File: config.mk
export PLATFORM = sky130hd
export DESIGN_NAME = reg_rr_arbiter_flat
export DESIGN_NICKNAME = d
export VERILOG_FILES = /design/src/rtl/reg_arb_pkg.sv /design/src/rtl/reg_rr_arbiter_if.sv /design/src/rtl/reg_arb_timeout_cnt.sv /design/src/rtl/reg_rr_arbiter.sv /design/src/flat_wrapper.sv
export SDC_FILE = /design/constraint.sdc
export NUM_CORES = 1
export LEC_CHECK = 0
export ABC_AREA = 1
export CORE_AREA = 4 4 121 123
export CTS_CLUSTER_SIZE = 20
export DETAILED_ROUTE_END_ITERATION = 10
export DIE_AREA = 0 0 125 127
export PLACE_DENSITY = 0.73
export SLEW_MARGIN = 20
export SYNTH_ARGS = -nofsm -noshare
export SYNTH_HDL_FRONTEND = slang
export SYNTH_SLANG_ARGS = --single-unit
export TNS_END_PERCENT = 10
File: constraint.sdc
create_clock -name clk_i -period 3.85 [get_ports clk_i]
set_clock_uncertainty 0.05 [all_clocks]
set_input_delay 0.9625 -clock clk_i [delete_from_list [all_inputs] [get_ports clk_i]]
set_output_delay 0.9625 -clock clk_i [all_outputs]
set_load 0.03 [all_outputs]
File: src/rtl/reg_arb_pkg.sv
// Shared types and helpers for the register-interface round-robin arbiter.
package reg_arb_pkg;

  localparam int RegAw   = 32;
  localparam int RegDw   = 32;
  localparam int RegSw   = RegDw / 8;
  localparam int MaxReq  = 32;
  localparam int MaxIdxW = $clog2(MaxReq);

  typedef enum logic {
    ARB_IDLE = 1'b0,
    ARB_BUSY = 1'b1
  } arb_state_e;

  typedef struct packed {
    logic [RegAw-1:0] addr;
    logic             write;
    logic [RegDw-1:0] wdata;
    logic [RegSw-1:0] wstrb;
    logic             valid;
  } req_t;

  typedef struct packed {
    logic [RegDw-1:0] rdata;
    logic             error;
    logic             ready;
  } rsp_t;

  // First set bit of valid_vec scanning ptr, ptr+1, ... modulo n.
  // Scanning backwards lets the earliest candidate overwrite later ones.
  function automatic int rr_pick(input logic [MaxReq-1:0] valid_vec, input int ptr, input int n);
    int pick;
    int idx;
    pick = 0;
    for (int k = n - 1; k >= 0; k--) begin
      idx = (ptr + k) % n;
      if (valid_vec[idx[MaxIdxW-1:0]]) pick = idx;
    end
    return pick;
  endfunction

endpackage

File: src/rtl/reg_rr_arbiter_if.sv
// Bundle of master-side and slave-side register buses around the arbiter.
interface reg_rr_arbiter_if
  import reg_arb_pkg::*;
#(
  parameter int NumReq = 2
) ();

  req_t [NumReq-1:0] req_i;
  rsp_t [NumReq-1:0] rsp_o;
  req_t              req_o;
  rsp_t              rsp_i;

  modport slave (
    input  req_i,
    input  rsp_i,
    output req_o,
    output rsp_o
  );

  modport master (
    output req_i,
    output rsp_i,
    input  req_o,
    input  rsp_o
  );

endinterface

File: src/rtl/reg_arb_timeout_cnt.sv
// Stall counter for a granted transfer; expired_o flags the last allowed wait cycle.
module reg_arb_timeout_cnt #(
  parameter int TimeoutCycles = 0
) (
  input  logic clk_i,
  input  logic rst_ni,
  input  logic clr_i,
  input  logic en_i,
  output logic expired_o
);

  localparam int CntW = (TimeoutCycles > 0) ? $clog2(TimeoutCycles + 1) : 1;
  localparam logic [CntW-1:0] LastCnt = CntW'((TimeoutCycles > 0) ? TimeoutCycles - 1 : 0);

  logic [CntW-1:0] tmo_cnt_q, tmo_cnt_d;

  always_comb begin
    tmo_cnt_d = tmo_cnt_q;
    if (clr_i) begin
      tmo_cnt_d = '0;
    end else if (en_i) begin
      tmo_cnt_d = tmo_cnt_q + CntW'(1);
    end
  end

  always_ff @(posedge clk_i or negedge rst_ni) begin
    if (!rst_ni) begin
      tmo_cnt_q <= '0;
    end else begin
      tmo_cnt_q <= tmo_cnt_d;
    end
  end

  // Constant-false when the timeout is disabled.
  assign expired_o = (TimeoutCycles > 0) && (tmo_cnt_q == LastCnt);

endmodule

File: src/rtl/reg_rr_arbiter.sv
// Round-robin arbiter sharing one register slave among NumReq masters,
// with zero-latency grant in IDLE and an optional stall timeout.
module reg_rr_arbiter
  import reg_arb_pkg::*;
#(
  parameter int              NumReq        = 2,
  parameter int              DW            = 32,
  parameter int              TimeoutCycles = 0,
  parameter logic [DW-1:0]   ErrVal        = 32'hBADCAB1E
) (
  input  logic             clk_i,
  input  logic             rst_ni,
  reg_rr_arbiter_if.slave  bus
);

  localparam int IW = $clog2(NumReq);

  arb_state_e        state_q, state_d;
  logic [IW-1:0]     gnt_q, gnt_d;
  logic [IW-1:0]     rr_ptr_q, rr_ptr_d;
  logic [IW-1:0]     win;
  logic [NumReq-1:0] valid_vec;
  logic              tmo_clr, tmo_en, tmo_expired;

  for (genvar gi = 0; gi < NumReq; gi++) begin : g_vld
    assign valid_vec[gi] = bus.req_i[gi].valid;
  end

  assign win = IW'(rr_pick(MaxReq'(valid_vec), int'(rr_ptr_q), NumReq));

  function automatic logic [IW-1:0] next_idx(input logic [IW-1:0] idx);
    return (idx == IW'(NumReq - 1)) ? '0 : idx + 1'b1;
  endfunction

  always_comb begin
    bus.req_o = '0;
    bus.rsp_o = '0;
    state_d   = state_q;
    gnt_d     = gnt_q;
    rr_ptr_d  = rr_ptr_q;
    tmo_clr   = 1'b0;
    tmo_en    = 1'b0;

    unique case (state_q)
      ARB_IDLE: begin
        if (|valid_vec) begin
          bus.req_o      = bus.req_i[win];
          bus.rsp_o[win] = bus.rsp_i;
          if (bus.rsp_i.ready) begin
            rr_ptr_d = next_idx(win);
          end else begin
            gnt_d   = win;
            tmo_clr = 1'b1;
            state_d = ARB_BUSY;
          end
        end
      end
      ARB_BUSY: begin
        bus.req_o = bus.req_i[gnt_q];
        if (!bus.req_i[gnt_q].valid) begin
          // Master withdrew its request: drop silently, keep priority.
          state_d = ARB_IDLE;
        end else begin
          // Abort decision uses only registered state so req_o never depends on rsp_i.
          if (tmo_expired) bus.req_o.valid = 1'b0;
          if (bus.rsp_i.ready) begin
            bus.rsp_o[gnt_q] = bus.rsp_i;
            rr_ptr_d         = next_idx(gnt_q);
            state_d          = ARB_IDLE;
          end else if (tmo_expired) begin
            bus.rsp_o[gnt_q].rdata = RegDw'(ErrVal);
            bus.rsp_o[gnt_q].error = 1'b1;
            bus.rsp_o[gnt_q].ready = 1'b1;
            rr_ptr_d               = next_idx(gnt_q);
            state_d                = ARB_IDLE;
          end else begin
            bus.rsp_o[gnt_q] = bus.rsp_i;
            tmo_en           = 1'b1;
          end
        end
      end
      default: state_d = ARB_IDLE;
    endcase

    if (!rst_ni) begin
      bus.req_o = '0;
      bus.rsp_o = '0;
    end
  end

  always_ff @(posedge clk_i or negedge rst_ni) begin
    if (!rst_ni) begin
      state_q  <= ARB_IDLE;
      gnt_q    <= '0;
      rr_ptr_q <= '0;
    end else begin
      state_q  <= state_d;
      gnt_q    <= gnt_d;
      rr_ptr_q <= rr_ptr_d;
    end
  end

  reg_arb_timeout_cnt #(
    .TimeoutCycles(TimeoutCycles)
  ) u_tmo (
    .clk_i    (clk_i),
    .rst_ni   (rst_ni),
    .clr_i    (tmo_clr),
    .en_i     (tmo_en),
    .expired_o(tmo_expired)
  );

endmodule

File: src/flat_wrapper.sv
// flat-port wrapper written by rule: the top's interface ports become plain ports
module reg_rr_arbiter_flat import reg_arb_pkg::*;
#(
  parameter int              NumReq        = 2,
  parameter int              DW            = 32,
  parameter int              TimeoutCycles = 0,
  parameter logic [DW-1:0]   ErrVal        = 32'hBADCAB1E
)
  (clk_i, rst_ni, bus_req_i, bus_rsp_i, bus_req_o, bus_rsp_o);
  reg_rr_arbiter_if #(.NumReq(NumReq)) bus_i ();
  input  logic clk_i;
  input  logic rst_ni;
  input wire logic [$bits(bus_i.req_i)-1:0] bus_req_i;
  input wire logic [$bits(bus_i.rsp_i)-1:0] bus_rsp_i;
  output wire logic [$bits(bus_i.req_o)-1:0] bus_req_o;
  output wire logic [$bits(bus_i.rsp_o)-1:0] bus_rsp_o;
  assign bus_i.req_i = bus_req_i;
  assign bus_i.rsp_i = bus_rsp_i;
  assign bus_req_o = bus_i.req_o;
  assign bus_rsp_o = bus_i.rsp_o;
  reg_rr_arbiter #(.NumReq(NumReq), .DW(DW), .TimeoutCycles(TimeoutCycles), .ErrVal(ErrVal)) u_core (.clk_i(clk_i), .rst_ni(rst_ni), .bus(bus_i));
endmodule
==> results.json, run 1 <==
{
  "ios": 314,
  "ys_ff_latch": 3,
  "drt_iter0_drc": 429,
  "ant_nets": 0,
  "gp_congestion": 0.891,
  "grt_max_degree": 73,
  "place_ws_ns": 0.0194,
  "finalPower_mw": 1.48,
  "r2r_start": "u_core.gnt_q$_DFFE_PN0P_",
  "yosys.area.top_type_share": 0.204,
  "synth_top_family_by_area": "simple AND/OR/NAND/NOR gates",
  "h-tree-depth": 1,
  "cp.required_ns": 2.84,
  "drc": 0,
  "syn_inst": 758,
  "crit_arrival_ns": 2.47,
  "muxShareOfSynthArea": 0,
  "outcome": "finished clean",
  "antenna_found_initial": 2,
  "fin_cells": 1205,
  "syn2layout_area_growth_pct": 88.1,
  "fp.dieArea_mm2": 0.0159,
  "io_buffers": 313,
  "post-synth-top-area-cell": "nand3_1",
  "setup_violations": 0,
  "clk_latency_ns": 0.23,
  "cts-buffers-inserted": 3,
  "hold_ws_ns": 0.447,
  "first_global_vias": 5029,
  "synthAdderAreaFrac": 0,
  "p_per_area_mw_per_mm2": 225,
  "nNetsFinal": 1201,
  "dp.cells": 1200,
  "synth_xor_area_frac": 0,
  "clock_path_buffers": 2,
  "synth-simple-area-share": 0.417,
  "fillers": 1424,
  "avgSynthCellArea_um2": 4.62,
  "routed_wl_mm": 17.2,
  "place_area_mm2": 0.00646,
  "worstSetupEndpointType": "output pin",
  "worstSetupPathType": "in -> out",
  "cp-start-kind": "input pin",
  "setup_ws_ns": 0.369,
  "first_pass_iters": 5,
  "relSlewSlack": 0.633,
  "worstPathMaxFanout": 38,
  "r2r_cells": 6,
  "fin_area_mm2": 0.00659,
  "cap_viol_max_count": 0,
  "start_util": 0.256,
  "reg2reg_to": "u_core.rr_ptr_q$_DFFE_PN0P_",
  "synth_area_leaders": "nand3_1 20%, a21oi_1 20%, inv_1 15%, nand2_1 12%, o21ai_0 9.9%",
  "fmax_mhz": 287,
  "via_per_inst": 4.72,
  "ys_warn_count": 0,
  "cts_root_buffer": "clkbuf_16",
  "cts_tree": "yes",
  "yosysSeqAreaShare": 0.0214,
  "slew_violations": 0,
  "via_count": 5683,
  "hold_path_class": "reg -> reg",
  "die_h_um": 127,
  "regToRegSetupSlack_ns": 2.15,
  "final.min_clock_period_ns": 3.48,
  "syn_nets": 934,
  "synth_area_mm2": 0.00350,
  "layout-drive-gt1-share": 0.147,
  "grt_pass1_wl_mm": 26.2,
  "clk_pin_slew_worst_paths_ns": 0.03,
  "max-vdd-ir-drop_v": 0.000118,
  "synth-compound-area-share": 0.304,
  "ys_types": 18,
  "p_leak_nw": 3.66,
  "coreArea_mm2": 0.0137,
  "hold_path.startpoint": "u_core.rr_ptr_q$_DFFE_PN0P_",
  "min_path_cells": 2,
  "worst_pin_slew_ns": 0.551,
  "wl_per_cell_um": 14.3,
  "cts.sinks": 3,
  "timing.final.crit_share": 0.904,
  "hold_end": "u_core.rr_ptr_q$_DFFE_PN0P_",
  "rows": 43,
  "hpwl_mm": 12.7,
  "die_w_um": 125,
  "tns_ns": 0,
  "grt.overflow.total": 0,
  "grt_setup_unrepaired": "no",
  "hold_violations": 0,
  "track_usage": 0.191,
  "final_util": 0.482
}
## area by class of cell
class	count	area [um2]	area share
flip-flops and latches	3	78.8	0.0120
well taps	180	225	0.0342
diodes	1	2.50	0.000380
clock buffers	4	78.8	0.0120
multi-input cells	543	2530	0.383
inverters	143	537	0.0815
repair buffers	331	3140	0.477
## where the power goes
part           switching, mW  total (mW)  internal [mW]
clock network         0.0285       0.165          0.137
registers             0.0247      0.0631         0.0385
logic                  0.741        1.25          0.510
## cells by family (layout without fill, tap and decap cells)
logic type             count (synthesis)  in the layout
AND/OR/NAND/NOR                      333            333
buffers and inverters                212            478
AO/OA/AOI/OAI                        210            210
flip-flops                             3              3
other                                  0              1
## flip-flops by register name (all words and copies together), names as in the netlist
signal and count:
u_core.rr_ptr_q 1, u_core.gnt_q 1, u_core.state_q 1
## Yosys cell counts (all sizes together)
master	n
o21ai	69
nor2	73
a31oi	1
inv	143
buf	45
a21boi	1
a21oi	139
clkbuf	24
nand3	143
nand2	117
dfrtp	3
## worst max path at each step
stage | slack [ns] | to | start | cells after the start
finish | 0.37 | bus_req_o[31] | rst_ni | 7
global route | 0.30 | bus_req_o[41] | rst_ni | 7
CTS | 0.0001 | bus_rsp_o[7] | bus_req_i[0] | 7
detailed placement | 0.02 | bus_rsp_o[7] | bus_req_i[0] | 7
global placement | 0.04 | bus_rsp_o[9] | bus_req_i[0] | 7
floorplan | 0.69 | bus_req_o[59] | bus_req_i[70] | 7
## placed cells by master, fill, tap and decap left out, drive strengths merged
cell type / n
a21oi: 139
nand3: 143
clkdlybuf4s50: 173
dlymetal6s2s: 20
a31oi: 1
nor2: 73
nand2: 117
buf: 138
a21boi: 1
diode: 1
dfrtp: 3
clkbuf: 4
o21ai: 69
inv: 143
## worst max-delay path: stages
cell             delay (ns)
clkdlybuf4s50_1        0.50
buf_12                 0.21
inv_2                  0.06
buf_4                  0.22
buf_4                  0.19
a21oi_1                0.13
buf_4                  0.18
## repair_timing
item,4_1_cts,5_1_grt
setup endpoints to repair,0,20
setup buffers,0,0
resized for setup,0,20
hold buffers,0,0
## layer usage
metal	vias up	GRT usage	share of wire
li1	2969	-	-
met1	2468	0.249	0.43
met2	228	0.334	0.49
met3	16	0.0406	0.069
met4	2	0.0261	0.012
met5	-	0	0.00064
Note: power is estimated with default switching activity, not from simulation.
==> run 2, diff against run 1 <==
CORE_AREA = 4 4 119 121   (was 4 4 121 123)
DIE_AREA = 0 0 123 125   (was 0 0 125 127)
PLACE_DENSITY = 0.78   (was 0.73)
clock period = 2.8 ns   (was 3.85 ns; I/O delays follow)
==> results.json, run 2 (same netlist as run 1, synthesis figures left out) <==
{
  "setup_violations": 0,
  "ant_nets": 0,
  "top_regs": "u_core.gnt_q (1), u_core.rr_ptr_q (1), u_core.state_q (1)",
  "regArea_um2": 78.8,
  "drt_iter0_drc": 440,
  "rows": 42,
  "hold_path_class": "reg -> reg",
  "worstSetupPathType": "in -> out",
  "clk_pin_slew_worst_paths_ns": 0.03,
  "max-vdd-ir-drop_v": 0.000164,
  "fmax_mhz": 363,
  "nNetsFinal": 1236,
  "die_h_um": 125,
  "cts_tree": "yes",
  "io_buffers": 313,
  "cts_root_buffer": "clkbuf_16",
  "slew_violations": 0,
  "start_util": 0.268,
  "hpwl_mm": 13.4,
  "p_leak_nw": 3.60,
  "worst_pin_slew_ns": 0.372,
  "cts-buffers-inserted": 3,
  "ctsHoldBuffers": 0,
  "cap_viol_max_count": 0,
  "syn2layout_area_growth_pct": 97.9,
  "relSlewSlack": 0.752,
  "cp.required_ns": 2.05,
  "track_usage": 0.209,
  "fillers": 1322,
  "fp.dieArea_mm2": 0.0154,
  "final.min_clock_period_ns": 2.75,
  "antenna_cells": 0,
  "cts.sinks": 3,
  "layout_commonest_cell": "clkdlybuf4s50_1",
  "via_per_inst": 4.76,
  "grt_setup_unrepaired": "yes",
  "via_count": 5878,
  "grt_max_degree": 53,
  "grt_pass1_wl_mm": 27.1,
  "first_pass_iters": 5,
  "p_per_area_mw_per_mm2": 317,
  "worstSetupEndpointType": "output pin",
  "worstPathMaxFanout": 15,
  "multiInputGateArea_mm2": 0.00253,
  "hold_violations": 0,
  "cp-start-kind": "input pin",
  "clock_path_buffers": 2,
  "hold_ws_ns": 0.463,
  "clk_latency_ns": 0.22,
  "crit_arrival_ns": 2.00,
  "first_global_vias": 5251,
  "gp_congestion": 0.917,
  "ios": 314,
  "layout-drive-gt1-share": 0.196,
  "wl_per_cell_um": 14.4,
  "drc": 0,
  "outcome": "finished clean",
  "antenna_found_initial": 0,
  "h-tree-depth": 1,
  "grt.overflow.total": 0,
  "final_util": 0.530,
  "timing.final.crit_share": 0.983,
  "finalPower_mw": 2.20,
  "die_w_um": 123,
  "routed_wl_mm": 17.7,
  "coreArea_mm2": 0.0131,
  "mostFrequentLayoutCells": "173 x clkdlybuf4s50_1, 164 x buf_4, 143 x nand3_1"
}
run 2: cell types whose count changed in the layout (fill, tap and decap cells not counted), moves of 2 or more:
cell	before	now
a21oi_1	139	137
a21oi_2	0	2
buf_12	10	17
buf_16	0	2
buf_4	127	164
buf_6	0	7
dlymetal6s2s_1	20	0
run 2: worst paths after layout:
kind                       cells after the start                           to                         from  slack [ns]
hold reg to reg                                2  u_core.rr_ptr_q$_DFFE_PN0P_  u_core.rr_ptr_q$_DFFE_PN0P_        0.46
setup / recovery                              11                bus_req_o[66]                 bus_req_i[0]        0.05
hold / removal                                 2  u_core.rr_ptr_q$_DFFE_PN0P_  u_core.rr_ptr_q$_DFFE_PN0P_        0.46
setup reg to reg                               7  u_core.rr_ptr_q$_DFFE_PN0P_     u_core.gnt_q$_DFFE_PN0P_        1.37
min in group asynchronous                      2  u_core.rr_ptr_q$_DFFE_PN0P_                       rst_ni        0.77
max in group asynchronous                      2     u_core.gnt_q$_DFFE_PN0P_                       rst_ni        1.79
run 2: critical path: stages:
cell,delay (ns)
buf_2,0.12
buf_6,0.12
nor2_4,0.14
nor2_8,0.06
buf_12,0.13
buf_4,0.13
buf_12,0.14
buf_4,0.14
nand3_1,0.07
a21oi_1,0.06
buf_4,0.17
run 2: power by group:
part | switching (mW) | internal, mW
Combinational | 1.06 | 0.824
Sequential | 0.0327 | 0.0529
Clock | 0.0382 | 0.188
run 2: final cells by class:
| cell class | count | area share |
|---|---|---|
| well taps | 176 | 0.0318 |
| flip-flops and latches | 3 | 0.0114 |
| clock buffers | 4 | 0.0114 |
| inverters | 143 | 0.0775 |
| repair buffers | 366 | 0.502 |
| multi-input cells | 543 | 0.366 |
run 2: metrics by stage:
step / cell area, um2 / instances / setup WS (ns) / setup TNS, ns
2_1_floorplan: 3500 / 758 / 0.168 / 0
3_3_place_gp: 6660 / 1220 / -0.168 / -11.61
3_5_place_dp: 6660 / 1220 / -0.212 / -14.81
4_1_cts: 6900 / 1234 / -0.00567 / -0.0361
5_1_grt: 6930 / 1235 / -0.00626 / -0.0234
6_report: 6930 / 1235 / 0.0487 / 0
run 2: timing repair:
item,4_1_cts,5_1_grt
resized for setup,10,6
setup buffers,7,1
pin swaps,3,2
cloned,3,0
endpoints found under the setup margin,105,35
run 2: routing by layer:
layer,global-route usage,wire length (um)
met2,0.353,8550
met4,0.0358,233
met1,0.284,7350
met5,0,0
met3,0.0307,1600
